==> src/rtl/shift_pkg.sv <==
// Shared definitions for the universal shift register: mode encodings,
// counter action type and the shift-counter width helper.
package shift_pkg;

  localparam logic [2:0] MODE_HOLD = 3'b000;
  localparam logic [2:0] MODE_SHR  = 3'b001;
  localparam logic [2:0] MODE_SHL  = 3'b010;
  localparam logic [2:0] MODE_LOAD = 3'b011;
  localparam logic [2:0] MODE_ROR  = 3'b100;
  localparam logic [2:0] MODE_ROL  = 3'b101;
  localparam logic [2:0] MODE_CLR  = 3'b110;
  localparam logic [2:0] MODE_SET  = 3'b111;

  typedef enum logic [1:0] {
    CNT_KEEP = 2'b00,
    CNT_INC  = 2'b01,
    CNT_CLR  = 2'b10
  } cnt_op_e;

  // Enough bits to hold a count from 0 up to and including width.
  function automatic int cnt_width(input int width);
    return $clog2(width + 1);
  endfunction

endpackage

==> src/rtl/univ_shift_reg.sv <==
// WIDTH-bit universal shift register with hold, shift, rotate, load, clear
// and set modes, plus a saturating count of bits shifted since the last
// load/clear/set.
module univ_shift_reg
  import shift_pkg::*;
#(
  parameter int               WIDTH   = 8,
  parameter logic [WIDTH-1:0] RST_VAL = '0
) (
  input  logic                          clk,
  input  logic                          rst,
  input  logic                          en,
  input  logic [2:0]                    mode,
  input  logic [WIDTH-1:0]              d,
  input  logic                          sin_r,
  input  logic                          sin_l,
  output logic [WIDTH-1:0]              q,
  output logic [WIDTH-1:0]              qn,
  output logic                          sout_r,
  output logic                          sout_l,
  output logic [cnt_width(WIDTH)-1:0]   shift_cnt,
  output logic                          empty
);

  localparam int            CW      = cnt_width(WIDTH);
  localparam logic [CW-1:0] CNT_MAX = CW'(WIDTH);

  logic [WIDTH-1:0] q_nxt;
  cnt_op_e          cnt_op;

  // Decode the mode into the next register value and a counter action.
  // Anything not matching a known code (including X) behaves as HOLD.
  always_comb begin
    q_nxt  = q;
    cnt_op = CNT_KEEP;
    case (mode)
      MODE_SHR: begin
        q_nxt  = {sin_r, q[WIDTH-1:1]};
        cnt_op = CNT_INC;
      end
      MODE_SHL: begin
        q_nxt  = {q[WIDTH-2:0], sin_l};
        cnt_op = CNT_INC;
      end
      MODE_LOAD: begin
        q_nxt  = d;
        cnt_op = CNT_CLR;
      end
      MODE_ROR: begin
        q_nxt  = {q[0], q[WIDTH-1:1]};
        cnt_op = CNT_INC;
      end
      MODE_ROL: begin
        q_nxt  = {q[WIDTH-2:0], q[WIDTH-1]};
        cnt_op = CNT_INC;
      end
      MODE_CLR: begin
        q_nxt  = '0;
        cnt_op = CNT_CLR;
      end
      MODE_SET: begin
        q_nxt  = '1;
        cnt_op = CNT_CLR;
      end
      default: begin
        q_nxt  = q;
        cnt_op = CNT_KEEP;
      end
    endcase
  end

  // Data register: async reset to RST_VAL, update only when enabled.
  always_ff @(posedge clk or negedge rst) begin
    if (!rst) begin
      q <= RST_VAL;
    end else if (en) begin
      q <= q_nxt;
    end
  end

  // Shift counter: rotates count as shifts; saturates at WIDTH, never wraps.
  always_ff @(posedge clk or negedge rst) begin
    if (!rst) begin
      shift_cnt <= '0;
    end else if (en) begin
      case (cnt_op)
        CNT_CLR: shift_cnt <= '0;
        CNT_INC: if (shift_cnt != CNT_MAX) shift_cnt <= shift_cnt + CW'(1);
        default: shift_cnt <= shift_cnt;
      endcase
    end
  end

  // Derived outputs are purely combinational from q and the count.
  always_comb begin
    qn     = ~q;
    sout_r = q[0];
    sout_l = q[WIDTH-1];
    empty  = (shift_cnt == CNT_MAX);
  end

  // An unknown mode while enabled silently holds; make that visible in sim.
  a_mode_known: assert property (@(posedge clk) disable iff (!rst)
                                 en |-> !$isunknown(mode));

endmodule
==> config.mk <==
export PLATFORM = sky130hd
export DESIGN_NAME = univ_shift_reg
export DESIGN_NICKNAME = d
export VERILOG_FILES = /design/src/rtl/shift_pkg.sv /design/src/rtl/univ_shift_reg.sv
export SDC_FILE = /design/constraint.sdc
export NUM_CORES = 1
export LEC_CHECK = 0
export ABC_AREA = 0
export BUFFER_PORTS_ARGS = -buffer_cell sky130_fd_sc_hd__buf_2
export CORE_AREA = 2 2 47 49
export CTS_BUF_LIST = sky130_fd_sc_hd__clkbuf_8 sky130_fd_sc_hd__clkbuf_16
export DETAILED_ROUTE_END_ITERATION = 8
export DIE_AREA = 0 0 49 51
export PLACE_DENSITY = 0.75
export SYNTH_ARGS = -nofsm -noshare
export SYNTH_HDL_FRONTEND = slang
export SYNTH_SLANG_ARGS = --single-unit
export TNS_END_PERCENT = 30
==> constraint.sdc <==
create_clock -name clk -period 1.8 [get_ports clk]
set_clock_uncertainty 0.05 [all_clocks]
set_input_delay 0.36 -clock clk [delete_from_list [all_inputs] [get_ports clk]]
set_output_delay 0.36 -clock clk [all_outputs]
set_load 0.02 [all_outputs]
==> results.py <==
metrics = {
    "finish": {
        "regArea_um2": 300,
        "instances_no_fill": 175,
        "fin_util_pct": 54.0,
        "num-nets-final": 167,
        "area_growth_pct": 29.9,
        "drive_above_1_share_pct": 32.0,
        "multi_input_area_um2": 467,
        "fill_cells": 215,
        "num_antenna_cells": 0,
    },
    "timing": {
        "clock.fmax_mhz": 596,
        "period_minus_slack_ns": 1.68,
        "finalCritPeriodShare_pct": 93.3,
        "rsz0062_at_grt": "false",
        "fin_tns_setup_ns": 0,
        "layout_setup_ws_ns": 0.121,
        "hold_viol_final": 0,
        "slew_viol_final": 0,
        "relSlewSlack_pct": 68.3,
        "worst_pin_slew_ns": 0.474,
        "setup_viol": 0,
    },
    "detailed_routing": {
        "via_count": 923,
        "drtIter0Drc": 19,
        "drc": 0,
        "wire_per_inst_um": 12.2,
        "drtPass1Iterations": 4,
        "vias_per_cell": 5.27,
        "wl_um": 2140,
        "detail-route-antenna-nets": 0,
    },
    "logic_synthesis": {
        "synth_ff_type": "dfrtp_1",
        "ys_ff_latch": 12,
        "synth_top_area_share_pct": 35.0,
        "synth_nets": 128,
        "async_flop_share_pct": 100,
        "synth_edf_count": 0,
        "yosys.area.top_type": "dfrtp_1",
        "yosys_warnings": 0,
        "synthCells": 110,
        "ys_types": 28,
        "seq_area_frac_synth_pct": 35.0,
        "synthTopCellsByArea": "dfrtp_1, nand2_1, a221oi_1",
        "avgSynthCellArea_um2": 7.80,
        "syn_area_um2": 858,
    },
    "clock_network": {
        "insertion_delay_ns": 0.24,
        "path_clk_slew_ns": 0.05,
        "postCtsSetupBuffers": 0,
        "cts-resized-gates": 0,
        "numCtsBuffers": 3,
        "clk_path_buf_depth": 2,
        "cts_tree": "built",
        "h-tree-depth": 1,
        "cts_root_buf": "clkbuf_8",
        "clkSinkCount": 12,
    },
    "global_routing": {
        "grt_pass1_wl_um": 3630,
        "track_usage_pct": 18.4,
        "grt-ovfl-total": 0,
        "grt_pass1_vias": 822,
        "grt_max_degree": 19,
        "antenna_found_initial": 0,
    },
    "worst_hold_path": {
        "hp-class": "in -> reg",
        "hold_depth": 3,
        "min_from": "en",
    },
    "setup_path": {
        "worstPathRequired_ns": 1.39,
        "r2r_cells": 6,
        "end_kind": "output pin",
        "worstSetupStartpointType": "flop",
        "cp.arrival_ns": 1.27,
        "cp-startpoint": "shift_cnt[0]",
        "path_max_fanout": 4,
        "timing.rr.start": "shift_cnt[0]",
        "criticalPathCategory": "reg -> out",
    },
    "floorplan": {
        "die_h_um": 51,
        "fp.coreArea_um2": 2060,
        "dieArea_um2": 2500,
        "rows": 17,
        "ioPinCount": 39,
        "die_w_um": 49,
        "initial_core_util_pct": 41.6,
    },
    "outcome": {
        "status": "completed",
    },
    "placed_design": {
        "numPortBuffers": 38,
        "dp_slack_ns": 0.255,
        "gp_congestion": 0.777,
        "post-place-cells": 171,
        "dp_hpwl_um": 1600,
    },
    "power_and_ir_drop": {
        "ir_worst_vdd_mv": 0.646,
        "p_total_w": 0.00118,
        "power_density_nw_per_um2": 1060,
        "p_leak_nw": 0.579,
    },
    "job": {
        "drv_cap": 0,
    },
}
## report_power, final
part           total [W]  leakage [nW]  switching (W)  internal, W
clock network   0.000244        0.0216      0.0000966     0.000147
logic           0.000498         0.418       0.000305     0.000193
registers       0.000436         0.139      0.0000990     0.000337
total            0.00118         0.579       0.000500     0.000677
## per-layer routing
| layer | share of wire, % | track usage, % | vias to the layer above |
|---|---|---|---|
| met4 | 0 | 2.86 | 0 |
| met5 | 0 | 0 | - |
| met3 | 5.4 | 3.22 | 0 |
| met1 | 48 | 25.1 | 432 |
| met2 | 46 | 31.1 | 27 |
| li1 | - | - | 464 |
## cells in the final DEF, fill, tap and decap left out, drive strengths merged, types with 2 or more instances in the layout
master / Yosys / final
clkbuf: 2 / 3
ha: 2 / 2
a21oi: 4 / 4
inv: 11 / 11
o22a: 6 / 6
a221oi: 6 / 6
dfrtp: 12 / 12
nor2: 6 / 6
a31oi: 7 / 7
nand2: 24 / 24
o21ai: 9 / 9
buf: 7 / 42
## cell families after synthesis
group,count (synthesis),synth area share [%]
compound gates,38,31.1
xor+xnor,2,2.04
fa+ha+maj,2,2.91
buf+inv,20,10.6
flops,12,35.0
mux,1,1.17
simple gates,35,17.2
## stage by stage
| stage | instance area, um^2 | hold slack (ns) |
|---|---|---|
| finish | 1110 | 0.342 |
| global route | 1110 | 0.349 |
| CTS | 1110 | 0.334 |
| detailed placement | 1060 | 0.211 |
| global placement | 1060 | 0.206 |
| floorplan | 858 | 0.0144 |
## final timing paths
kind                           endpoint  slack [ns]
min in group asynchronous          q[3]        0.49
setup reg to reg           shift_cnt[2]        0.39
hold / removal                     q[7]        0.34
setup / recovery                  empty        0.12
hold reg to reg            shift_cnt[3]        0.53
max in group asynchronous          q[0]        0.98
## Yosys cell counts (all sizes together) (2+ instances only)
cell type	count
ha	2
a221oi	6
o21ai	9
nor2	6
o22a	6
a31oi	7
dfrtp	12
inv	11
nand2	24
a21oi	4
clkbuf	2
buf	7
## worst max-delay path, stage by stage (launching register included)
cell and delay [ns]:
dfrtp_1 0.41, inv_1 0.10, ha_1 0.14, nand2_1 0.07
nor2_1 0.13, buf_2 0.18
## state kept, by name, indices dropped and copies added, names as in the netlist
signal     count
q              8
shift_cnt      4
## final cells by class
| type | count | area share [%] |
|---|---|---|
| clock buffer | 3 | 3.70 |
| inverter | 11 | 3.70 |
| multi-input combinational | 78 | 41.9 |
| sequential | 12 | 26.9 |
| tap | 28 | 3.14 |
| timing repair buffer | 43 | 20.7 |
## repair_timing
item / 4_1_cts / 5_1_grt
setup endpoints to repair: 0 / 0
hold buffers: 1 / 0
endpoints found under the hold margin: 12 / 0
Note: power is estimated with default switching activity, not from simulation.
